`src/rtl/bus_master.sv`:
```
// Burst-capable bus master: requests the bus, issues 1..16 incrementing read or
// write beats, and folds read data into a running checksum.
module bus_master #(
  parameter int ADDR_W = 8,
  parameter int DATA_W = 32
) (
  input  logic              clk,
  input  logic              reset_n,
  input  logic              start,
  input  logic              op_wr,
  input  logic [ADDR_W-1:0] start_addr,
  input  logic [3:0]        len,
  input  logic [DATA_W-1:0] wseed,
  input  logic              m_grant,
  input  logic [DATA_W-1:0] m_din,
  output logic              m_req,
  output logic              m_wr,
  output logic [ADDR_W-1:0] m_addr,
  output logic [DATA_W-1:0] m_dout,
  output logic              busy,
  output logic              done,
  output logic [DATA_W-1:0] rsum
);

  typedef enum logic [2:0] {
    IDLE  = 3'd0,
    REQ   = 3'd1,
    XFER  = 3'd2,
    RLAST = 3'd3,
    DONE  = 3'd4
  } state_t;

  state_t              state_r, state_s;
  logic                op_wr_r, op_wr_s;
  logic [ADDR_W-1:0]   addr_r, addr_s;
  logic [3:0]          idx_r, idx_s;
  logic [3:0]          last_r, last_s;
  logic [DATA_W-1:0]   seed_r, seed_s;
  logic                rd_pend_r, rd_pend_s;
  logic [DATA_W-1:0]   rsum_s;
  logic                xfer_s;
  logic                m_req_s, m_wr_s, busy_s, done_s;
  logic [ADDR_W-1:0]   m_addr_s;
  logic [DATA_W-1:0]   m_dout_s;

  // Next-state, burst bookkeeping and checksum update.
  always_comb begin
    state_s   = state_r;
    op_wr_s   = op_wr_r;
    addr_s    = addr_r;
    idx_s     = idx_r;
    last_s    = last_r;
    seed_s    = seed_r;
    rd_pend_s = 1'b0;
    // Read data arrives the cycle after its beat was accepted.
    if (rd_pend_r) begin
      rsum_s = rsum + m_din;
    end else begin
      rsum_s = rsum;
    end
    case (state_r)
      IDLE: begin
        if (start) begin
          state_s = REQ;
          op_wr_s = op_wr;
          addr_s  = start_addr;
          last_s  = len - 4'd1;  // len 0 wraps to index 15, i.e. 16 beats
          seed_s  = wseed;
          idx_s   = 4'd0;
          rsum_s  = {DATA_W{1'b0}};
        end else begin
          state_s = IDLE;
        end
      end
      REQ: begin
        if (m_grant) begin
          state_s = XFER;
        end else begin
          state_s = REQ;
        end
      end
      XFER: begin
        if (m_grant) begin
          addr_s    = addr_r + ADDR_W'(1);
          idx_s     = idx_r + 4'd1;
          rd_pend_s = ~op_wr_r;
          if (idx_r == last_r) begin
            state_s = op_wr_r ? DONE : RLAST;
          end else begin
            state_s = XFER;
          end
        end else begin
          state_s = XFER;
        end
      end
      RLAST:   state_s = DONE;
      DONE:    state_s = IDLE;
      default: state_s = IDLE;
    endcase
  end

  // Output values for the coming cycle, so every output leaves a flop.
  always_comb begin
    xfer_s   = (state_s == XFER);
    m_req_s  = (state_s == REQ) || xfer_s;
    m_wr_s   = xfer_s && op_wr_s;
    m_addr_s = xfer_s ? addr_s : {ADDR_W{1'b0}};
    m_dout_s = (xfer_s && op_wr_s) ? (seed_s + DATA_W'(idx_s)) : {DATA_W{1'b0}};
    busy_s   = (state_s != IDLE);
    done_s   = (state_s == DONE);
  end

  // State, burst context and registered outputs.
  always_ff @(posedge clk or negedge reset_n) begin
    if (!reset_n) begin
      state_r   <= IDLE;
      op_wr_r   <= 1'b0;
      addr_r    <= {ADDR_W{1'b0}};
      idx_r     <= 4'd0;
      last_r    <= 4'd0;
      seed_r    <= {DATA_W{1'b0}};
      rd_pend_r <= 1'b0;
      rsum      <= {DATA_W{1'b0}};
      m_req     <= 1'b0;
      m_wr      <= 1'b0;
      m_addr    <= {ADDR_W{1'b0}};
      m_dout    <= {DATA_W{1'b0}};
      busy      <= 1'b0;
      done      <= 1'b0;
    end else begin
      state_r   <= state_s;
      op_wr_r   <= op_wr_s;
      addr_r    <= addr_s;
      idx_r     <= idx_s;
      last_r    <= last_s;
      seed_r    <= seed_s;
      rd_pend_r <= rd_pend_s;
      rsum      <= rsum_s;
      m_req     <= m_req_s;
      m_wr      <= m_wr_s;
      m_addr    <= m_addr_s;
      m_dout    <= m_dout_s;
      busy      <= busy_s;
      done      <= done_s;
    end
  end

endmodule
```
`config.mk`:
```
export PLATFORM = sky130hd
export DESIGN_NAME = bus_master
export DESIGN_NICKNAME = d
export VERILOG_FILES = /design/src/rtl/bus_master.sv
export SDC_FILE = /design/constraint.sdc
export NUM_CORES = 1
export LEC_CHECK = 0
export ABC_AREA = 1
export CAP_MARGIN = 10
export CORE_MARGIN = 4
export CORE_UTILIZATION = 55
export CTS_BUF_LIST = sky130_fd_sc_hd__clkbuf_8
export DETAILED_ROUTE_END_ITERATION = 8
export GPL_ROUTABILITY_DRIVEN = 1
export GPL_TIMING_DRIVEN = 0
export HOLD_SLACK_MARGIN = 0.15
export PLACE_DENSITY_LB_ADDON = 0.08
export SYNTH_ARGS = -nofsm -noshare
export SYNTH_HDL_FRONTEND = slang
export SYNTH_SLANG_ARGS = --single-unit
```
`constraint.sdc`:
```
create_clock -name clk -period 6.35 [get_ports clk]
set_input_delay 1.5875 -clock clk [delete_from_list [all_inputs] [get_ports clk]]
set_output_delay 1.5875 -clock clk [all_outputs]
set_load 0.01 [all_outputs]
```
==> impl_metrics.ini, run 1 <==
[status]
status = finished clean

[floorplan]
dieArea_sq_mm = 0.01822
coreArea_sq_mm = 0.01583
die_h_microns = 135.0
io-pin-count = 157
die_w_microns = 135.0
row_count = 46
start_util_pct = 56.03

[global_route]
grtUsageMet3_pct = 4.657
globalRoute.busiestLayer = met2
grt_pass1_vias = 8536
grt_pass1_wl_microns = 41860
grt_max_degree = 71
track_usage_pct = 28.97
antenna_found_initial = 0
grt_overflow = 0
grt_use_met1_pct = 37.08
use_met2_pct = 50.67

[timing]
tightest_slew_ns = 0.6948
min_period_over_period_pct = 80.10
hold_slack_ns = 0.4885
finalHoldViolations = 0
rsz0062_at_grt = false
fmax_ghz = 0.1966
finClkSkew_ns = 0.01624
setup-tns-final_ns = 0
fin_crit_ns = 5.086
fin_ws_ns = 1.264
setup_viol = 0
slew_viol_final = 0
slew_headroom_pct = 53.68

[layout]
antenna_cells = 0
fin_area_sq_mm = 0.01115
syn2layout_area_growth_pct = 25.76
layout-drive-gt1-share_pct = 5.472
fin_nets = 1644
fillCellCount = 1428

[yosys]
synth_compound_area_share_pct = 6.081
synth-edff-count = 0
yosys.area.top_type_share_pct = 36.40
synthTopCellsByCount = nand2_1 (444), inv_1 (207), nor2_1 (192), dfrtp_1 (129), nand3_1 (101)
synthAdderAreaFrac_pct = 5.813
synth_area_leaders = dfrtp_1 (36%), nand2_1 (19%), inv_1 (8.8%)
postSynthAreaPerCell_sq_um = 6.584
synth-xor-area-share_pct = 2.074
syn_area_sq_mm = 0.008869
syn-num-nets = 1468
synthesis.instances = 1347
synth_most_common_cell = nand2_1
yosys.area.top_type = dfrtp_1
ys_ff_latch = 129
yosysWarnings = 0
synth-simple-area-share_pct = 38.92
synthMuxAreaShare_pct = 0
synth_top_family_by_area = simple AND/OR/NAND/NOR gates
synth-main-ff-cell = dfrtp_1
ys_seq_area_share_pct = 36.40
yosysUniqueCellTypes = 38
async_flop_share_pct = 100.0

[setup_path]
cp_slowest_cell = buf_1
crit_chain = clkdlybuf4s50_1 -> inv_1 -> nor2_4 -> nand2_4 -> buf_6 -> buf_6 -> buf_2 -> buf_1 -> nand2_1 -> nand2_1 -> ha_1 -> inv_1 -> fa_1 -> nor2_1 -> nor2_1 -> nor2_4 -> nand3_4 -> inv_2 -> nand2_1 -> nor2_1 -> nand2_1 -> nand2_1 -> nor2_1
crit_path_frequent_cell = nand2_1
end_kind = flop
cpPeakStageDelay_ns = 0.57
critPathLaunchType = primary input
required_ns = 6.69
crit_family = buffers and inverters
crit_buf_inv = 8
path_max_fanout = 10
critical_path_class = in2reg
cp.arrival_ns = 5.42

[clock_network]
cts_hold_buf = 0
cts_tree = built
root_buffer = clkbuf_8
path_clk_slew_ns = 0.08
cts_setup_buffers = 0
insertion_delay_ns = 0.44
clockBufferDepth = 2
cts_resized = 0
cts.sinks = 129
cts_made_buffers = 17
htreeDepth = 4

[routing]
drtAntennaViolNets = 0
drt_pass1_iterations = 5
routedWlPerCell_microns = 14.90
vias = 8958
drc_errors = 0
drtIter0Drc = 690
drt-total-wl_microns = 26080
vias_per_cell = 5.116

[worst_hold_path]
hp-class = reg2reg

[place]
dpl.hpwl_microns = 20540
portBuffers = 156
gp_congestion = 0.9722
place_area_sq_mm = 0.01073
dpl_worst_slack_ns = 0.8454

[power_and_ir_drop]
p_total_mw = 4.743
p_per_area_mw_per_mm2 = 425.3
leakage_nw = 5.969
irDropWorstVdd_uv = 294.0

[run]
drv_cap = 0
-- registers in the layout, summed over array words and instances, names as in the netlist, 3 cells and up --
signal,cells
idx_r,4
rsum,32
seed_r,32
last_r,4
state_r,3
m_dout,32
addr_r,8
m_addr,8
-- per-stage QoR --
step / cells / utilization (%)
4_1_cts: 1751 / 70.47
6_report: 1751 / 70.47
3_3_place_gp: 1719 / 67.60
2_1_floorplan: 1347 / -
3_5_place_dp: 1720 / 67.79
5_1_grt: 1751 / 70.47
-- cell type report --
| type | count | area (sq um) | share of cell area [%] |
|---|---|---|---|
| Multi-Input combinational cell | 978 | 4691 | 42.06 |
| Sequential cell | 129 | 3228 | 28.94 |
| Timing Repair Buffer | 157 | 1590 | 14.26 |
| Inverter | 212 | 795.8 | 7.135 |
| Tap cell | 216 | 270.3 | 2.423 |
| Clock buffer | 18 | 247.7 | 2.221 |
| Clock inverter | 13 | 176.4 | 1.582 |
| Buffer | 28 | 153.9 | 1.380 |
-- power by group --
group / internal (mW) / switching [mW]
clock: 0.407 / 0.368
sequential: 1.13 / 0.189
combinational: 1.00 / 1.65
-- worst reg2reg max path, stage by stage, from the launching register on --
cell	delay, ns
dfrtp_1	0.47
nor2_4	0.10
nand2_4	0.11
buf_6	0.16
buf_6	0.15
buf_2	0.28
buf_1	0.57
nand2_1	0.10
nand2_1	0.12
ha_1	0.15
inv_1	0.06
fa_1	0.40
nor2_1	0.17
nor2_1	0.09
nor2_4	0.16
nand3_4	0.12
inv_2	0.12
nand2_1	0.09
nor2_1	0.22
nand2_1	0.08
nand2_1	0.06
nor2_1	0.04
-- placed cells by master (no fill, tap or decap), types with 14 or more instances in the layout --
cell / netlist / final
nor2_1: 192 / 192
xor2_1: 14 / 14
nand3b_1: 18 / 18
clkdlybuf4s50_1: 0 / 155
ha_1: 38 / 38
a21oi_1: 40 / 40
o21ai_0: 36 / 36
nor3_1: 19 / 19
nand3_1: 101 / 101
dfrtp_1: 129 / 129
nand2_1: 444 / 444
clkbuf_8: 0 / 18
inv_1: 207 / 207
-- per-layer routing --
| layer | vias up | part of all wire, % |
|---|---|---|
| li1 | 4515 | - |
| met1 | 4068 | 42 |
| met2 | 326 | 50 |
| met3 | 49 | 5.5 |
| met4 | 0 | 2.3 |
| met5 | - | 0 |
-- cell families (layout without fill, tap and decap cells) --
kind of cell,count (synthesis),after routing
AOI/OAI and AO/OA,98,98
xor gates and xnor gates,21,21
adders and majority gates,40,40
buffers and inverters,240,428
DFF,129,129
and+or+nand+nor,819,819
-- final timing paths --
| path | depth (start not counted) | slack, ns | endpoint | from |
|---|---|---|---|---|
| min | 2 | 0.49 | seed_r[0] | seed_r[0] |
| min in group asynchronous | 1 | 1.14 | rsum[4] | reset_n |
| max | 23 | 1.26 | m_dout[18] | start |
| max reg2reg | 21 | 2.43 | m_dout[18] | state_r[1] |
| min reg2reg | 2 | 0.49 | seed_r[0] | seed_r[0] |
| max in group asynchronous | 2 | 4.47 | seed_r[7] | reset_n |
No activity file was read; power rests on OpenSTA's default activity.
==> run 2: changes to the inputs <==
==> constraint.sdc (replaced) <==
create_clock -name clk -period 5.3 [get_ports clk]
set_input_delay 1.325 -clock clk [delete_from_list [all_inputs] [get_ports clk]]
set_output_delay 1.325 -clock clk [all_outputs]
set_load 0.01 [all_outputs]
==> results of run 2 <==
The final DEF is identical to that of run 1. Status: finished clean.
Main changes from that run: setup slack after placement 0.8454 ns -> 0.05787 ns; setup slack after layout 1.264 ns -> 0.4762 ns; register-to-register setup slack 2.43 ns -> 1.38 ns; total power 4.743 mW -> 5.683 mW; worst IR drop on VDD 294.0 uV -> 352.2 uV
==> run 3: changes to the inputs <==
--- a/config.mk
+++ b/config.mk
@@ -10,6 +10,7 @@
 export CORE_MARGIN = 4
 export CORE_UTILIZATION = 55
 export CTS_BUF_LIST = sky130_fd_sc_hd__clkbuf_8
+export CTS_CLUSTER_SIZE = 10
 export DETAILED_ROUTE_END_ITERATION = 8
 export GPL_ROUTABILITY_DRIVEN = 1
 export GPL_TIMING_DRIVEN = 0
==> results of run 3 <==
The final DEF is identical to that of run 1. Status: finished clean.
Main changes from that run: setup slack after placement 0.8454 ns -> 0.05787 ns; setup slack after layout 1.264 ns -> 0.4762 ns; register-to-register setup slack 2.43 ns -> 1.38 ns; total power 4.743 mW -> 5.683 mW; worst IR drop on VDD 294.0 uV -> 352.2 uV
